$ cat config.mk
export PLATFORM = sky130hd
export DESIGN_NAME = rom_sequencer
export DESIGN_NICKNAME = d
export VERILOG_FILES = /design/src/rtl/rom_sequencer.sv
export SDC_FILE = /design/constraint.sdc
export NUM_CORES = 1
export LEC_CHECK = 0
export CAP_MARGIN = 30
export CORE_MARGIN = 3
export CORE_UTILIZATION = 40
export DETAILED_ROUTE_END_ITERATION = 10
export SLEW_MARGIN = 20
export SYNTH_ARGS = -nofsm -noshare
export SYNTH_HDL_FRONTEND = slang
export SYNTH_SLANG_ARGS = --single-unit
$ cat constraint.sdc
create_clock -name clk -period 2.8 [get_ports clk]
set_input_delay 0.56 -clock clk [delete_from_list [all_inputs] [get_ports clk]]
set_output_delay 0.56 -clock clk [all_outputs]
set_load 0.1 [all_outputs]
$ cat src/rtl/rom_sequencer.sv
// rom_sequencer: walks an instruction ROM address range, with pause bubbles, early stop on the ALU zero flag and a fixed drain.
module rom_sequencer #(
  parameter int ADDR_W = 7,
  parameter int LAT = 2
) (
  input  logic              clk,
  input  logic              rst,
  input  logic              start,
  input  logic [ADDR_W-1:0] start_addr,
  input  logic [ADDR_W-1:0] end_addr,
  input  logic              pause,
  input  logic              halt_on_zero,
  input  logic              zero_flag,
  output logic [ADDR_W-1:0] dir,
  output logic              en,
  output logic              busy,
  output logic              done,
  output logic              err,
  output logic              halted,
  output logic [ADDR_W:0]   count
);
  typedef enum logic [1:0] {IDLE, ISSUE, DRAIN, DONE} state_t;
  localparam int DW = LAT > 1 ? $clog2(LAT) : 1;
  state_t state, nxt;
  logic [ADDR_W-1:0] pc, pc_d, end_q, end_d, dir_d;
  logic [ADDR_W:0] count_d;
  logic [DW-1:0] dc, dc_d;
  logic en_d, done_d, err_d, halted_d, last, last_d, s1v, hz;
  assign hz = halt_on_zero & zero_flag & s1v;
  always_comb begin
    nxt = state;
    pc_d = pc;
    end_d = end_q;
    dir_d = dir;
    count_d = count;
    dc_d = dc;
    en_d = 1'b0;
    done_d = 1'b0;
    err_d = 1'b0;
    halted_d = halted;
    last_d = last;
    case (state)
      IDLE: if (start) begin
        if (start_addr <= end_addr) begin
          nxt = ISSUE;
          pc_d = start_addr;
          end_d = end_addr;
          count_d = '0;
          halted_d = 1'b0;
          last_d = 1'b0;
        end else begin
          err_d = 1'b1;
          done_d = 1'b1;
        end
      end
      // last marks the cycle end_addr is on the bus; a zero-halt seen then still counts
      ISSUE: if (last || hz) begin
        nxt = DRAIN;
        dc_d = '0;
        halted_d = halted | hz;
      end else if (!pause) begin
        en_d = 1'b1;
        dir_d = pc;
        count_d = count + 1'b1;
        last_d = pc == end_q;
        pc_d = pc == end_q ? pc : pc + 1'b1;
      end
      DRAIN: if (dc == DW'(LAT - 1)) begin
        nxt = DONE;
        done_d = 1'b1;
      end else dc_d = dc + 1'b1;
      default: nxt = IDLE;
    endcase
  end
  always_ff @(posedge clk or posedge rst)
    if (rst) begin
      state <= IDLE;
      pc <= '0;
      end_q <= '0;
      dir <= '0;
      count <= '0;
      dc <= '0;
      en <= 1'b0;
      busy <= 1'b0;
      done <= 1'b0;
      err <= 1'b0;
      halted <= 1'b0;
      last <= 1'b0;
      s1v <= 1'b0;
    end else begin
      state <= nxt;
      pc <= pc_d;
      end_q <= end_d;
      dir <= dir_d;
      count <= count_d;
      dc <= dc_d;
      en <= en_d;
      busy <= nxt == ISSUE || nxt == DRAIN;
      done <= done_d;
      err <= err_d;
      halted <= halted_d;
      last <= last_d;
      s1v <= en;
    end
endmodule
==> reports/qor.txt, run 1 <==
==============================================================================
Most instantiated flip-flop cell in the synthesis netlist         sky130_fd_sc_hd__dfrtp_1
Kind of start point of the critical path                            input port
Die extent in y                                                        78.8 um
Leakage power of the design                                         0.00121 uW
Clock sink total                                                            39
Crit path max fanout                                                         8
Initial Utilization                                                      0.431
Count of synthesis-stage warnings from yosys                                 0
Worst-case setup margin in the final layout                           0.377 ns
Post-detailed-placement cell area                                     2550 um2
Worst Skew                                                          0.00975 ns
Vias after detailed routing                                              1,655
CTS Hold Bufs                                                                0
Layout fillers                                                             454
Post-synth top cells                                              39 x sky130_fd_sc_hd__dfrtp_1, 15 x sky130_fd_sc_hd__mux2_2, 15 x sky130_fd_sc_hd__nor2_1
Maximum number of pins on one net before global-route repair                40
Total power per unit cell area                                     1220 nW/um2
Measured slew at the worst slew-check pin                             0.486 ns
Headroom to the max-slew limit                                           0.676
Fmax achieved                                                        0.413 GHz
Antenna viol nets, final                                                     0
Fraction of synthesized cell area in xor and xnor cells                 0.0538
Final worst-path cycle share                                             0.865
Total track usage                                                        0.164
Final Critical Period                                                  2.42 ns
Residual DRC                                                                 0
Combinational family with the most area after synthesis           simple AND/OR/NAND/NOR gates
Number of flops mapped to enable cells by yosys                              0
Largest area contributor in the synthesized netlist               sky130_fd_sc_hd__dfrtp_1
Worst slack at placement                                             0.0636 ns
Number of hold violations in the final report                                0
RSZ-0062 raised after global routing                                     false
Most used standard cell by instance count after synthesis         sky130_fd_sc_hd__dfrtp_1
Synth area leaders                                                sky130_fd_sc_hd__dfrtp_1 46%, sky130_fd_sc_hd__mux2_2 8.0%, sky130_fd_sc_hd__xor2_1 5.4%, sky130_fd_sc_hd__ha_1 5.3%, sky130_fd_sc_hd__nand3_1 3.1%
Mux contribution to synthesized area                                    0.0869
Endpoint arrival time on the critical path                             2.61 ns
Post-synthesis simple-gate area fraction                                 0.180
Final Routed Wirelength                                                4600 um
CTS tree                                                                   yes
Ant. Diodes                                                                  0
Synthesized-area fraction occupied by adder cells                       0.0532
IR Drop Worst-Case VDD                                              0.000705 V
Total of flip-flops plus latches after synthesis                            39
Area of the mapped netlist                                            2120 um2
Synthesized-area fraction occupied by ao, oa, aoi and oai cells          0.129
Horizontal die dimension                                               78.8 um
Synthesized area divided by synthesized cell count                    10.6 um2
Final GP Congestion                                                      0.850
Post-CTS setup buffers                                                       0
Clock H-tree levels                                                          2
Worst-case clock buffer depth                                                2
Final layout net count                                                     275
Via count of the first global-routing pass                               1,648
Clock transition at the registers of the reported paths                0.09 ns
Number of vias per cell                                                   5.27
Post-synth ARST share                                                     1.00
Synthesized Nets                                                           229
Critical Setup Path Class                                            in -> reg
Overflow after GRT                                                           0
Total number of placement rows                                              25
Number of iterations in the first detailed-routing pass                      4
Max-cap violations                                                           0
Final setup violation count                                                  0
DRT iter0 DRCs                                                              40
Max-slew violation count                                                     0
Layout cells sized above 1                                               0.239
Cell count after synthesis                                                 200
Final total negative setup slack                                          0 ns
Final Hold Slack                                                      0.383 ns
Detailed-route wire length per cell                                    14.6 um
Run status                                                        finished, final reports clean
Global-route wire length before repair                                 7960 um
Path type of the worst min-delay path                               reg -> reg
Area of combinational cells with multiple inputs                      1060 um2
Antenna violations before repair                                             0
Data required time of the critical path                                2.98 ns
Post-synth cell types                                                       44
Later-pin clock latency in the skew report                             0.30 ns
Floorplan Core Area                                                   4910 um2
HPWL Detailed                                                          3430 um
FF+latch area                                                          976 um2
Num CTS Buffers                                                              5
Number of buffers inserted by port buffering                                39
Proportion of synthesized chip area in sequential cells                  0.461
Post-CTS sizing                                                              0
Top-level port count                                                        40
Share of the synthesized area in the top cell type                       0.461
Critical Path End Type                                                register
Die Area                                                              6200 um2
Clock Root Buffer                                                 sky130_fd_sc_hd__clkbuf_8
Layout Area Growth over Synthesis                                        25.7%
Finished layout cell area                                             2660 um2
==============================================================================
[cell usage in the layout (no fill, tap or decap), types with 2 or more instances in the layout]
master                            netlist  final
sky130_fd_sc_hd__mux2_2                15     15
sky130_fd_sc_hd__ha_1                   9      9
sky130_fd_sc_hd__xor2_1                13     13
sky130_fd_sc_hd__nor2_1                15     15
sky130_fd_sc_hd__a21o_1                 3      3
sky130_fd_sc_hd__clkbuf_8               0      5
sky130_fd_sc_hd__clkdlybuf4s50_1        0     19
sky130_fd_sc_hd__nand3_1               13     13
sky130_fd_sc_hd__inv_1                 10     10
sky130_fd_sc_hd__nand4_1                4      4
sky130_fd_sc_hd__o21ai_0                5      5
sky130_fd_sc_hd__nor4_4                 2      2
sky130_fd_sc_hd__and3_1                 4      4
sky130_fd_sc_hd__buf_4                  2     26
sky130_fd_sc_hd__and4_1                 2      2
sky130_fd_sc_hd__a2bb2oi_1              2      2
sky130_fd_sc_hd__nand3b_1               2      2
sky130_fd_sc_hd__nor3_1                 5      5
sky130_fd_sc_hd__dfrtp_1               39     39
sky130_fd_sc_hd__a21oi_1               11     11
sky130_fd_sc_hd__nand2_1               12     12
sky130_fd_sc_hd__o211ai_1               7      7
[cells by family (layout without fill, tap and decap cells)]
| group | after synthesis | after routing |
|---|---|---|
| fa+ha+maj | 9 | 9 |
| flops | 39 | 39 |
| buf+inv | 16 | 63 |
| simple gates | 67 | 67 |
| mux | 16 | 16 |
| compound gates | 40 | 40 |
| xor+xnor | 13 | 13 |
[path summary, 6_finish.rpt]
| check | start | endpoint | slack (ns) | cells past startpoint |
|---|---|---|---|---|
| worst max-delay path | end_addr[6] | end_q[2] | 0.38 | 8 |
| worst min-delay path | en | s1v | 0.38 | 0 |
| worst max register to register | state[1] | dir[6] | 0.93 | 4 |
| worst min register to register | en | s1v | 0.38 | 0 |
| max in group asynchronous | rst | end_q[2] | 1.79 | 3 |
| min in group asynchronous | rst | pc[2] | 0.67 | 3 |
[where the power goes]
group,total [uW],switching [uW],internal (uW)
Sequential,991,210,781
Clock,479,214,265
Combinational,1780,1190,592
Total,3250,1610,1640
[registers in the layout (all words and copies together) (netlist names), 2 cells and up]
signal	cells
end_q	7
count	8
state	2
dir	7
pc	7
[area by class of cell]
class,count,area share
Clock buffer,5,0.0259
Timing Repair Buffer,45,0.145
Inverter,10,0.0141
Tap cell,67,0.0315
Sequential cell,39,0.367
Multi-Input combinational cell,145,0.400
Clock inverter,3,0.0165
[metal layers]
metal / global-route usage / wire [um] / share of wire
met5: 0 / 0 / 0
met3: 0.0499 / 249 / 0.054
met4: 0.0612 / 79 / 0.017
met2: 0.257 / 2160 / 0.47
met1: 0.213 / 2110 / 0.46
[critical path, stage by stage]
cell	delay, ns
sky130_fd_sc_hd__clkdlybuf4s50_1	0.47
sky130_fd_sc_hd__inv_1	0.04
sky130_fd_sc_hd__ha_1	0.30
sky130_fd_sc_hd__nand4_1	0.13
sky130_fd_sc_hd__nor2_1	0.23
sky130_fd_sc_hd__a21oi_2	0.10
sky130_fd_sc_hd__nor3_4	0.38
sky130_fd_sc_hd__mux2_2	0.38
[stage by stage]
| step | cells | utilization | power (uW) |
|---|---|---|---|
| after global routing | 314 | 0.542 | 3450 |
| after global placement | 306 | 0.519 | 2790 |
| after detailed placement | 306 | 0.519 | 2790 |
| after floorplan | 200 | - | 2390 |
| final | 314 | 0.542 | 3250 |
| after CTS | 314 | 0.542 | 3270 |
Power figures use the tool's default switching activity.
==> inputs of run 2 (changes only) <==
--- a/config.mk
+++ b/config.mk
@@ -6,9 +6,13 @@
 export NUM_CORES = 1
 export LEC_CHECK = 0
 export CAP_MARGIN = 30
+export CELL_PAD_IN_SITES_DETAIL_PLACEMENT = 1
+export CELL_PAD_IN_SITES_GLOBAL_PLACEMENT = 1
 export CORE_MARGIN = 3
 export CORE_UTILIZATION = 40
 export DETAILED_ROUTE_END_ITERATION = 10
+export HOLD_SLACK_MARGIN = 0.02
+export PLACE_DENSITY_LB_ADDON = 0.1
 export SLEW_MARGIN = 20
 export SYNTH_ARGS = -nofsm -noshare
 export SYNTH_HDL_FRONTEND = slang
==> run 2 against run 1 <==
  * Worst hold slack better by 0.0038 ns
  * Clock skew down 0.0026 ns
  * Sequential power is essentially flat
  * First-iteration DRC count up 38%
  * Die area stayed put
  * Final area is 0.28% lower
  * Clock power is essentially flat
  * Combinational power about the same
  * Non-clock buffer count shrank 1
  * Largest power group unchanged
==> reports/qor.txt, run 2 (same netlist as run 1, synthesis figures left out) <==
============================================================================
Residual DRC                                                               0   unchanged
Crit path max fanout                                                       8   unchanged
Number of flip-flops in the largest register                               8   unchanged
Kind of start point of the critical path                          input port
Vias after detailed routing                                            1,732   +4.7%
Clock Root Buffer                                               sky130_fd_sc_hd__clkbuf_8
Final worst-path cycle share                                           0.884   +0.0183
Global-route wire length before repair                               9520 um   +20%
Number of hold violations in the final report                              0   unchanged
Later-pin clock latency in the skew report                           0.30 ns   about the same
Layout cells sized above 1                                             0.236   -0.00309
Register bank with the most flops                                      count
Antenna viol nets, final                                                   0   unchanged
Max-slew violation count                                                   0   unchanged
Detailed-route wire length per cell                                  17.6 um   +20%
Number of buffers inserted by port buffering                              39   unchanged
Via count of the first global-routing pass                             1,884   +14%
Data required time of the critical path                              2.99 ns   about the same
Initial Utilization                                                    0.431   unchanged
Clock H-tree levels                                                        2   unchanged
Post-route insts no fill                                                 313   -0.32%
Fmax achieved                                                      0.404 GHz   -2.1%
Number of cells after detailed placement                                 305   -0.33%
Most common library cell in the layout ignoring fill and taps   sky130_fd_sc_hd__dfrtp_1
Clock transition at the registers of the reported paths              0.08 ns   about the same
Number of iterations in the first detailed-routing pass                    4   unchanged
Max-cap violations                                                         0   unchanged
Post-CTS setup buffers                                                     0   unchanged
Total number of placement rows                                            25   unchanged
Worst Skew                                                        0.00711 ns   -0.00263 ns
Final Routed Wirelength                                              5500 um   +20%
Final GP Congestion                                                    0.903   +6.2%
Leakage power of the design                                       0.00121 uW   -0.37%
IR Drop Worst-Case VDD                                            0.000704 V   -0.17%
Num CTS Buffers                                                            5   unchanged
Measured slew at the worst slew-check pin                           0.546 ns   +0.0600 ns
HPWL Detailed                                                        4220 um   +23%
Horizontal die dimension                                             78.8 um   unchanged
Worst-case clock buffer depth                                              2   unchanged
Layout Area Growth over Synthesis                                      25.3%
Number of vias per cell                                                 5.53   +5.0%
Die extent in y                                                      78.8 um   unchanged
Endpoint arrival time on the critical path                           2.66 ns   +0.05 ns
Overflow after GRT                                                         0   unchanged
Ant. Diodes                                                                0   unchanged
CTS Hold Bufs                                                              0   unchanged
Maximum number of pins on one net before global-route repair              40   unchanged
Most used cells in the layout excluding fill and tap cells      39 x sky130_fd_sc_hd__dfrtp_1, 25 x sky130_fd_sc_hd__buf_4, 19 x sky130_fd_sc_hd__clkdlybuf4s50_1
Critical Path End Type                                              register
Path type of the worst min-delay path                             reg -> reg
Final Critical Period                                                2.47 ns   +0.0512 ns
Floorplan Core Area                                                 4910 um2   unchanged
Clock sink total                                                          39   unchanged
DRT iter0 DRCs                                                            55   +38%
Top-level port count                                                      40   unchanged
Total track usage                                                      0.199   +0.0351
Final layout net count                                                   274   -0.36%
CTS tree                                                                 yes
Critical Setup Path Class                                          in -> reg
Post-CTS sizing                                                            0   unchanged
Headroom to the max-slew limit                                         0.636   -0.0400
Total power per unit cell area                                   1250 nW/um2   +2.0%
Final setup violation count                                                0   unchanged
Final total negative setup slack                                        0 ns   unchanged
RSZ-0062 raised after global routing                                   false
Die Area                                                            6200 um2   unchanged
Run status                                                      finished, final reports clean
Antenna violations before repair                                           0   unchanged
============================================================================
==> run 2: changes by cell type in the layout (fill, tap and decap cells not counted), sizes merged <==
cell / before / now
buf: 26 / 25
==> run 2: per-stage QoR <==
stage               area (um2)  setup slack, ns  hold slack [ns]  total power, uW   util
floorplan                 2120            0.636            0.501             2390      -
global placement          2540            0.115            0.361             2770  0.517
detailed placement        2540           0.0105            0.377             2850  0.517
CTS                       2650            0.317            0.395             3330  0.540
global route              2650            0.180            0.404             3530  0.540
finish                    2650            0.325            0.387             3310  0.540
==> run 2: where the power goes <==
group          switching [uW]  leakage, uW  total, uW  internal (uW)
Clock                     211    0.0000581        476            265
Sequential                244     0.000474       1020            781
Combinational            1220     0.000674       1810            587
==> run 2: worst paths after layout <==
kind                       slack (ns)   startpoint        to  cells after the start
setup / recovery                 0.33  end_addr[6]  end_q[2]                      8
hold / removal                   0.39           en       s1v                      0
setup reg to reg                 0.92     state[1]  count[4]                      6
hold reg to reg                  0.39           en       s1v                      0
max in group asynchronous        1.75          rst  count[6]                      3
min in group asynchronous        0.70          rst  end_q[5]                      3
==> run 2: routing by layer <==
metal	routed length [um]	global-route usage	vias to the layer above
met2	2860	0.341	40
met1	2350	0.246	878
met3	211	0.0454	8
met5	0	0	-
met4	82	0.0682	0
li1	-	-	806
==> run 2: final cells by class <==
type | count | area [um2]
clock buffers | 5 | 68.8
clock inverters | 3 | 43.8
fillers | 565 | 2260
inverters | 10 | 37.5
multi-input cells | 145 | 1060
flip-flops and latches | 39 | 976
well taps | 67 | 83.8
repair buffers | 44 | 378
==> run 2: worst max-delay path, stage by stage <==
cell	delay (ns)
sky130_fd_sc_hd__clkdlybuf4s50_1	0.48
sky130_fd_sc_hd__inv_1	0.05
sky130_fd_sc_hd__ha_1	0.31
sky130_fd_sc_hd__nand4_1	0.14
sky130_fd_sc_hd__nor2_1	0.25
sky130_fd_sc_hd__a21oi_2	0.10
sky130_fd_sc_hd__nor3_4	0.39
sky130_fd_sc_hd__mux2_2	0.38
